### src/rtl/gpu_pkg.sv
// Shared framebuffer geometry, pixel types and the write-buffer state encoding.
// No timing of its own; the address helper is pure combinational arithmetic.
// No backpressure of its own; users decide how to throttle.
package gpu_pkg;

  localparam int FB_WIDTH  = 640;
  localparam int FB_HEIGHT = 480;
  localparam int ADDR_W    = 19;

  typedef logic [9:0]        pix_x_t;
  typedef logic [8:0]        pix_y_t;
  typedef logic [ADDR_W-1:0] fb_addr_t;

  typedef enum logic [1:0] {
    IDLE  = 2'd0,
    LOAD  = 2'd1,
    WRITE = 2'd2
  } pwb_state_t;

  // y*640 + x as shift-and-add: (y<<9)+(y<<7)+x. All terms are kept in
  // ADDR_W bits; the largest result (307199) fits without truncation.
  function automatic fb_addr_t fb_linear_addr(input pix_x_t x, input pix_y_t y);
    fb_addr_t yw;
    fb_addr_t xw;
    yw = {{(ADDR_W-9){1'b0}}, y};
    xw = {{(ADDR_W-10){1'b0}}, x};
    return (yw << 9) + (yw << 7) + xw;
  endfunction

endpackage

### src/rtl/sync_fifo.sv
// Synchronous FIFO with occupancy count; storage plus wrapping pointers.
// Data visible at rd_dat_o one cycle after the push edge; pop takes effect at the edge.
// A push into a full FIFO is dropped unless a pop happens in the same cycle.
module sync_fifo #(
  parameter int DEPTH = 8,
  parameter int WIDTH = 27
) (
  input  logic                   clk,
  input  logic                   n_rst,
  input  logic                   push_i,
  input  logic [WIDTH-1:0]       wr_dat_i,
  input  logic                   pop_i,
  output logic [WIDTH-1:0]       rd_dat_o,
  output logic                   full_o,
  output logic                   empty_o,
  output logic [$clog2(DEPTH):0] count_o
);

  localparam int AW = $clog2(DEPTH);
  localparam int CW = AW + 1;

  logic [WIDTH-1:0] mem_q [DEPTH];
  logic [AW-1:0]    wr_ptr_q, wr_ptr_d;
  logic [AW-1:0]    rd_ptr_q, rd_ptr_d;
  logic [CW-1:0]    count_q, count_d;
  logic             do_push, do_pop;

  assign full_o   = (count_q == CW'(DEPTH));
  assign empty_o  = (count_q == '0);
  assign count_o  = count_q;
  assign rd_dat_o = mem_q[rd_ptr_q];
  assign do_pop   = pop_i && !empty_o;
  assign do_push  = push_i && (!full_o || do_pop);

  // Pointer advance and occupancy; DEPTH is a power of two so pointers wrap naturally.
  always_comb begin
    wr_ptr_d = wr_ptr_q;
    rd_ptr_d = rd_ptr_q;
    count_d  = count_q;
    if (do_push) wr_ptr_d = wr_ptr_q + 1'b1;
    if (do_pop)  rd_ptr_d = rd_ptr_q + 1'b1;
    if (do_push && !do_pop)      count_d = count_q + 1'b1;
    else if (!do_push && do_pop) count_d = count_q - 1'b1;
  end

  // Storage array; contents need no reset because count gates visibility.
  always_ff @(posedge clk) begin
    if (do_push) mem_q[wr_ptr_q] <= wr_dat_i;
  end

  // Pointer and count registers with synchronous reset.
  always_ff @(posedge clk) begin
    if (!n_rst) begin
      wr_ptr_q <= '0;
      rd_ptr_q <= '0;
      count_q  <= '0;
    end else begin
      wr_ptr_q <= wr_ptr_d;
      rd_ptr_q <= rd_ptr_d;
      count_q  <= count_d;
    end
  end

endmodule

### src/rtl/pixel_write_buffer.sv
// Filters off-screen rasterizer pixels, queues them and issues acknowledged SRAM word writes.
// Latency: pixel sampled at edge N -> LOAD at N+1 -> mem_wen high after N+2; 2 cycles/pixel best case.
// Backpressure: stop is registered (count >= DEPTH-2); pushes into a full FIFO without a pop set overflow.
module pixel_write_buffer
  import gpu_pkg::*;
#(
  parameter int DEPTH   = 8,
  parameter int COLOR_W = 8
) (
  input  logic               clk,
  input  logic               n_rst,
  input  logic               pix_valid,
  input  logic [18:0]        pix_addr,
  input  logic [COLOR_W-1:0] pix_color,
  output logic               stop,
  output logic [18:0]        mem_addr,
  output logic [COLOR_W-1:0] mem_wdata,
  output logic               mem_wen,
  input  logic               mem_ack,
  output logic               drained,
  output logic               overflow,
  output logic [7:0]         drop_cnt
);

  localparam int CW    = $clog2(DEPTH) + 1;
  localparam int WIDTH = 19 + COLOR_W;

  typedef struct packed {
    pix_x_t             x;
    pix_y_t             y;
    logic [COLOR_W-1:0] color;
  } entry_t;

  entry_t     wr_entry, head;
  pix_x_t     pix_x;
  pix_y_t     pix_y;
  logic       in_range, push_req, off_screen, push_ok, pop;
  logic       fifo_full, fifo_empty;
  logic [CW-1:0] fifo_count;

  pwb_state_t state_q, state_d;
  fb_addr_t   mem_addr_q, mem_addr_d;
  logic [COLOR_W-1:0] mem_wdata_q, mem_wdata_d;
  logic       mem_wen_q, mem_wen_d;
  logic       stop_q, stop_d;
  logic       drained_q, drained_d;
  logic       overflow_q, overflow_d;
  logic [7:0] drop_cnt_q, drop_cnt_d;

  assign pix_x      = pix_addr[18:9];
  assign pix_y      = pix_addr[8:0];
  assign in_range   = (pix_x < 10'(FB_WIDTH)) && (pix_y < 9'(FB_HEIGHT));
  assign push_req   = pix_valid && in_range;
  assign off_screen = pix_valid && !in_range;
  // The head is consumed in LOAD; entering LOAD always implies a non-empty FIFO.
  assign pop        = (state_q == LOAD);
  assign push_ok    = push_req && (!fifo_full || pop);
  assign wr_entry   = {pix_addr, pix_color};

  sync_fifo #(
    .DEPTH (DEPTH),
    .WIDTH (WIDTH)
  ) u_fifo (
    .clk      (clk),
    .n_rst    (n_rst),
    .push_i   (push_req),
    .wr_dat_i (wr_entry),
    .pop_i    (pop),
    .rd_dat_o (head),
    .full_o   (fifo_full),
    .empty_o  (fifo_empty),
    .count_o  (fifo_count)
  );

  // FSM state register.
  always_ff @(posedge clk) begin
    if (!n_rst) state_q <= IDLE;
    else        state_q <= state_d;
  end

  // Next state: an entry pushed during the ack cycle counts as non-empty.
  always_comb begin
    state_d = state_q;
    case (state_q)
      IDLE:    if (!fifo_empty) state_d = LOAD;
      LOAD:    state_d = WRITE;
      WRITE:   if (mem_ack) state_d = (!fifo_empty || push_ok) ? LOAD : IDLE;
      default: state_d = IDLE;
    endcase
  end

  // Output next-values: capture the head in LOAD, hold address/data otherwise.
  always_comb begin
    mem_addr_d  = mem_addr_q;
    mem_wdata_d = mem_wdata_q;
    mem_wen_d   = (state_d == WRITE);
    if (state_q == LOAD) begin
      mem_addr_d  = fb_linear_addr(head.x, head.y);
      mem_wdata_d = head.color;
    end
  end

  // Status next-values: throttle, idle indication, sticky overflow, saturating drops.
  always_comb begin
    stop_d     = (fifo_count >= CW'(DEPTH - 2));
    drained_d  = (state_q == IDLE) && fifo_empty;
    overflow_d = overflow_q || (push_req && fifo_full && !pop);
    drop_cnt_d = drop_cnt_q;
    if (off_screen && (drop_cnt_q != 8'hFF)) drop_cnt_d = drop_cnt_q + 8'd1;
  end

  // Registered outputs; reset abandons any outstanding write.
  always_ff @(posedge clk) begin
    if (!n_rst) begin
      mem_addr_q  <= '0;
      mem_wdata_q <= '0;
      mem_wen_q   <= 1'b0;
      stop_q      <= 1'b0;
      drained_q   <= 1'b1;
      overflow_q  <= 1'b0;
      drop_cnt_q  <= '0;
    end else begin
      mem_addr_q  <= mem_addr_d;
      mem_wdata_q <= mem_wdata_d;
      mem_wen_q   <= mem_wen_d;
      stop_q      <= stop_d;
      drained_q   <= drained_d;
      overflow_q  <= overflow_d;
      drop_cnt_q  <= drop_cnt_d;
    end
  end

  assign mem_addr  = mem_addr_q;
  assign mem_wdata = mem_wdata_q;
  assign mem_wen   = mem_wen_q;
  assign stop      = stop_q;
  assign drained   = drained_q;
  assign overflow  = overflow_q;
  assign drop_cnt  = drop_cnt_q;

endmodule

### config.mk
export PLATFORM = sky130hd
export DESIGN_NAME = pixel_write_buffer
export DESIGN_NICKNAME = d
export VERILOG_FILES = /design/src/rtl/gpu_pkg.sv /design/src/rtl/sync_fifo.sv /design/src/rtl/pixel_write_buffer.sv
export SDC_FILE = /design/constraint.sdc
export NUM_CORES = 1
export LEC_CHECK = 0
export ABC_CLOCK_PERIOD_IN_PS = 6550
export CORE_MARGIN = 3
export CORE_UTILIZATION = 47
export CTS_BUF_LIST = sky130_fd_sc_hd__clkbuf_8
export CTS_CLUSTER_DIAMETER = 80
export CTS_CLUSTER_SIZE = 12
export DETAILED_ROUTE_END_ITERATION = 10
export PLACE_DENSITY = 0.76
export SYNTH_ARGS = -nofsm -noshare
export SYNTH_HDL_FRONTEND = slang
export SYNTH_SLANG_ARGS = --single-unit
### constraint.sdc
create_clock -name clk -period 6.55 [get_ports clk]
set_clock_uncertainty 0.15 [all_clocks]
set_input_delay 0.9825 -clock clk [delete_from_list [all_inputs] [get_ports clk]]
set_output_delay 0.9825 -clock clk [all_outputs]
set_load 0.1 [all_outputs]
==> flow_summary_export.csv, run 1 <==
group,metric,value,unit
logic_synthesis,synthDistinctLibCells,47,
cts,clk_latency,550,ps
timing,slew_viol_final,0,
power_and_ir_drop,p_seq_frac,0.470,
timing,setup_viol,0,
cts,cts-hold-fix-buffers,0,
logic_synthesis,synth-xor-area-share,0.0140,
layout,final_common_cell,"edfxtp_1",
critical_path,reg2reg_setup_slack,2170,ps
logic_synthesis,synth_edf_count,216,
place,hpwl,12300,µm
min_path,hp-class,"reg -> reg",
timing,hold_viol_final,0,
logic_synthesis,yosysWarnings,0,
floorplan,die_x,157,µm
critical_path,worstPathMaxFanout,36,
place,port_buffers,69,
logic_synthesis,synth_top_family_by_area,"multiplexers",
logic_synthesis,synth_ff_type,"edfxtp_1",
logic_synthesis,ys_ff_latch,270,
timing,max_freq,228,MHz
layout,nNetsFinal,738,
cts,cts_resized,0,
layout,design_area,12100,µm²
logic_synthesis,async_flop_share,0,
logic_synthesis,synth_area_leaders,"edfxtp_1, mux4_2, dfxtp_1, ha_1, mux2i_1",
global_routing,grt_antenna_before_repair,0,
floorplan,die_h,157,µm
critical_path,path_class,"reg -> reg",
place,gp_congestion,0.780,
critical_path,end_kind,"flop",
global_routing,grt_pass1_vias,5773,
layout,layoutNonFillerInstCount,981,
timing,fin_tns_setup,0,ps
route,first_pass_iters,5,
logic_synthesis,netlist.area_leader.share,0.609,
timing,max-slew-margin-rel,0.256,
run,cap_violations,0,
layout,final_util,0.552,
cts,clk_pin_slew,80,ps
run_status,outcome,"completed",
global_routing,grt_overflow,0,
power_and_ir_drop,clockPowerShare,0.205,
logic_synthesis,synthAdderAreaFrac,0.0326,
critical_path,r2r_cells,10,
route,wl_per_cell,21.2,µm
route,vias,5537,
critical_path,start_kind,"flop",
layout,final_cell_mix,"edfxtp_1, clkdlybuf4s50_1, mux4_2, dfxtp_1, nor2_1",
route,wl,20800,µm
logic_synthesis,yosys-mux-area-fraction,0.145,
critical_path,timing.rr.end,"mem_addr[17]$_SDFFE_PN0P_",
global_routing,track_usage,0.174,
power_and_ir_drop,p_total,0.00443,W
logic_synthesis,yosys.area_share.simple,0.0444,
timing,fin_crit,4380,ps
power_and_ir_drop,switching_share,0.355,
cts,tritoncts,"built",
floorplan,ios,70,
logic_synthesis,synth_area,10700,µm²
cts,htreeDepth,1,
logic_synthesis,synth_top_cell_by_area,"edfxtp_1",
global_routing,grt_max_degree,47,
power_and_ir_drop,peakVddDrop,0.297,mV
route,drt_iter0_drc,487,
logic_synthesis,synth_area_per_cell,17.7,µm²
logic_synthesis,syn-num-nets,658,
cts,cts-buffers-inserted,26,
critical_path,cp-endpoint,"mem_addr[17]$_SDFFE_PN0P_",
route,drt.antenna.violating_nets,0,
cts,post-cts-setup-buffers,0,
power_and_ir_drop,p_comb_frac,0.326,
critical_path,arrival,4720,ps
cts,clockBufferDepth,3,
place,place_area,11700,µm²
layout,areaGrowthSynthToFinish,14.0,%
global_routing,grt_first_pass_wirelength,32800,µm
layout,drive_gt1_frac,0.168,
timing,finalCritPeriodShare,0.668,
route,avgViaCountPerCell,5.64,
floorplan,fp.coreArea,22000,µm²
layout,n_antenna_cell,0,
floorplan,core.rowCount,54,
power_and_ir_drop,p_per_area,365,nW/µm²
logic_synthesis,yosysSeqAreaShare,0.710,
critical_path,critPathRequiredTime,6890,ps
power_and_ir_drop,leakage,3.94,nW
place,dpl.cell_count,933,
logic_synthesis,synthCells,601,
timing,rsz0062_at_grt,"no",
route,post-route-drc-count,0,
power_and_ir_drop,p_int,0.00286,W
floorplan,dieArea,24500,µm²
power_and_ir_drop,switchingPower,0.00157,W
cts,cts_root_buffer,"clkbuf_8",
timing,worst_slew_pin_slew,1110,ps
floorplan,initial_core_util,0.484,
logic_synthesis,synth-compound-area-share,0.0406,
cts,clock_sinks,270,
==> cell families after synthesis <==
family          after synthesis
compound gates               65
fa+ha+maj                    26
simple gates                103
flops                       270
buf+inv                      35
xor+xnor                     17
mux                          85
==> worst max-delay path, stage by stage, from the launching register on <==
cell and delay, ps:
dfxtp_4 840, buf_4 480, mux4_2 560, mux2_2 320
ha_1 310, ha_1 350, and3_1 190, a22o_1 220
a2111oi_0 520, o2111ai_1 220, nand3_1 130
==> sequential cells by signal, summed over array words and instances, names as in the netlist, named ones only <==
signal	cells
u_fifo.mem_q	216
mem_addr	19
drop_cnt	8
mem_wdata	8
u_fifo.count_o	4
u_fifo.rd_ptr_q	3
u_fifo.wr_ptr_q	3
state_q	2
drained	1
mem_wen	1
overflow	1
stop	1
==> Yosys cell counts, types with 10 or more instances <==
master / n
a211oi_1: 19
a21oi_1: 20
clkbuf_1: 16
dfxtp_1: 54
edfxtp_1: 216
ha_1: 23
mux2i_1: 22
mux4_2: 54
nand2_1: 17
nand3_1: 10
nor2_1: 46
xnor2_1: 11
==> power by group through the flow <==
stage               sequential, W  clock, W  combinational [W]
floorplan                 0.00250         0           0.000717
global placement          0.00211         0            0.00139
detailed placement        0.00212         0            0.00143
CTS                       0.00209  0.000937            0.00144
global route              0.00211   0.00102            0.00154
finish                    0.00208  0.000908            0.00144
==> through the flow <==
step	hold WS, ps	setup slack [ps]
after floorplan	301	2310
after global placement	304	2340
after detailed placement	308	2200
after CTS	321	2160
after global routing	336	1870
final	316	2170
==> area by class of cell <==
class	count	area (µm²)
flip-flops and latches	270	7570
inverters	7	26.3
multi-input cells	296	2980
fillers	1689	9880
well taps	280	350
clock inverters	22	91.3
clock buffers	26	358
repair buffers	80	773
==> layer usage <==
metal,track usage,vias up,share of wire
met1,0.244,2825,0.45
met4,0.0421,0,0.019
li1,-,2532,-
met3,0.0304,38,0.045
met2,0.287,142,0.49
met5,0,-,0
==> how the worst min path moves through the flow <==
| stage | from | end | depth (start not counted) |
|---|---|---|---|
| floorplan | state_q[0]$_SDFF_PN0_ | state_q[0]$_SDFF_PN0_ | 1 |
| global placement | mem_addr[9]$_SDFFE_PN0P_ | mem_addr[9]$_SDFFE_PN0P_ | 2 |
| detailed placement | mem_addr[13]$_SDFFE_PN0P_ | mem_addr[13]$_SDFFE_PN0P_ | 2 |
| CTS | mem_addr[13]$_SDFFE_PN0P_ | mem_addr[13]$_SDFFE_PN0P_ | 2 |
| global route | mem_addr[11]$_SDFFE_PN0P_ | mem_addr[11]$_SDFFE_PN0P_ | 2 |
| finish | mem_addr[8]$_SDFFE_PN0P_ | mem_addr[8]$_SDFFE_PN0P_ | 2 |
(Power assumes the default switching activity.)
==> run 2: changes to the inputs <==
ABC_CLOCK_PERIOD_IN_PS = 4200   (was 6550)
clock period = 4.2 ns   (was 6.55 ns; I/O delays follow)
==> flow_summary_export.csv, run 2 (synthesis gave the netlist of run 1 again) <==
group,metric,value,unit
power_and_ir_drop,peakVddDrop,0.608,mV
layout,final_common_cell,"edfxtp_1",
timing,worst_slew_pin_slew,988,ps
floorplan,die_h,157,µm
layout,nNetsFinal,740,
place,port_buffers,69,
global_routing,grt_max_degree,47,
cts,htreeDepth,1,
layout,largest_reg_flops,216,
power_and_ir_drop,leakage,3.95,nW
floorplan,core.rowCount,54,
global_routing,track_usage,0.173,
critical_path,start_kind,"flop",
cts,cts-buffers-inserted,26,
critical_path,path_class,"reg -> reg",
power_and_ir_drop,p_per_area,569,nW/µm²
global_routing,grt_overflow,0,
timing,max_freq,257,MHz
route,wl_per_cell,21.2,µm
critical_path,cp_slowest_cell,"dfxtp_4",
layout,areaGrowthSynthToFinish,14.2,%
cts,cts_root_buffer,"clkbuf_8",
layout,n_antenna_cell,0,
cts,post-cts-setup-buffers,0,
route,drt.antenna.violating_nets,0,
cts,cts_resized,0,
timing,slew_viol_final,0,
layout,largest-register,"u_fifo.mem_q",
timing,rsz0062_at_grt,"no",
floorplan,die_x,157,µm
cts,clk_pin_slew,90,ps
cts,tritoncts,"built",
global_routing,grt_antenna_before_repair,0,
timing,setup_viol,0,
floorplan,ios,70,
timing,whs,309,ps
layout,design_area,12200,µm²
cts,clock_sinks,270,
global_routing,grt_first_pass_wirelength,32900,µm
layout,drive_gt1_frac,0.171,
layout,fillerInstances,1725,
critical_path,reg2reg_setup_slack,310,ps
route,drt_iter0_drc,416,
floorplan,dieArea,24500,µm²
critical_path,critPathRequiredTime,4470,ps
run_status,outcome,"completed",
route,wl,20800,µm
critical_path,crit_chain,"mux4_2 > mux2i_1 > fa_1 > inv_1 > ha_1 > a21o_1 > a22o_1 > a2111oi_0 > or4_1 > nand3_1",
timing,fin_tns_setup,0,ps
layout,final_cell_mix,"edfxtp_1, clkdlybuf4s50_1, mux4_2, dfxtp_1, nor2_1",
cts,clk_latency,570,ps
min_path,min_from,"mem_addr[11]$_SDFFE_PN0P_",
min_path,hp-class,"reg -> reg",
route,avgViaCountPerCell,5.69,
critical_path,arrival,4170,ps
route,vias,5589,
timing,hold_viol_final,0,
run,cap_violations,0,
cts,clockBufferDepth,3,
timing,finalCritPeriodShare,0.927,
cts,cts-hold-fix-buffers,0,
critical_path,worstPathMaxFanout,19,
place,place_area,11700,µm²
timing,max-slew-margin-rel,0.339,
critical_path,end_kind,"flop",
critical_path,worst_path_largest_cell_delay,590,ps
global_routing,grt_pass1_vias,5813,
place,gp_congestion,0.780,
route,post-route-drc-count,0,
place,hpwl,12200,µm
timing,fin_crit,3890,ps
floorplan,initial_core_util,0.484,
floorplan,fp.coreArea,22000,µm²
route,first_pass_iters,5,
power_and_ir_drop,p_total,0.00692,W
[run 2: metal layers]
layer  global-route usage  wire length (µm)  vias up
met4               0.0333               276        0
met3               0.0332              1430       25
li1                     -                 -     2536
met1                0.247              9030     2838
met2                0.283             10000      190
met5                    0                 0        -
[run 2: worst max-delay path, delay by kind of cell (launching register included)]
family | cells | cell delay [ps]
AND/OR/NAND/NOR | 2 | 290
adder cells (fa/ha/maj) | 2 | 710
multiplexers | 2 | 890
buffers and inverters | 1 | 130
flip-flops | 1 | 590
AO/OA/AOI/OAI | 3 | 990
[run 2: stage by stage]
| step | util | worst slack, ps | std cells |
|---|---|---|---|
| 2_1_floorplan | - | 311 | 601 |
| 3_3_place_gp | 0.532 | 552 | 935 |
| 3_5_place_dp | 0.532 | 348 | 935 |
| 4_1_cts | 0.552 | 301 | 982 |
| 5_1_grt | 0.552 | 136 | 982 |
| 6_report | 0.552 | 306 | 982 |
[run 2: cell type report]
type                       count  area, µm²  share of cell area
inverter                       7       26.3             0.00216
sequential                   270       7570               0.622
clock inverter                21       93.8             0.00771
timing repair buffer          82        788              0.0648
multi-input combinational    296       2980               0.245
tap                          280        350              0.0288
clock buffer                  26        358              0.0294
[run 2: path summary, 6_finish.rpt]
path | to | depth (start not counted)
setup / recovery | mem_addr[17]$_SDFFE_PN0P_ | 10
hold reg to reg | mem_addr[11]$_SDFFE_PN0P_ | 2
hold / removal | mem_addr[11]$_SDFFE_PN0P_ | 2
setup reg to reg | mem_addr[17]$_SDFFE_PN0P_ | 10
[run 2: power by group]
part           leakage [nW]  internal [W]  switching, W  total (W)
Combinational          1.26      0.000812       0.00147    0.00228
Sequential             2.40       0.00307      0.000144    0.00321
Clock                 0.299      0.000584      0.000841    0.00143
Total                  3.95       0.00447       0.00245    0.00692
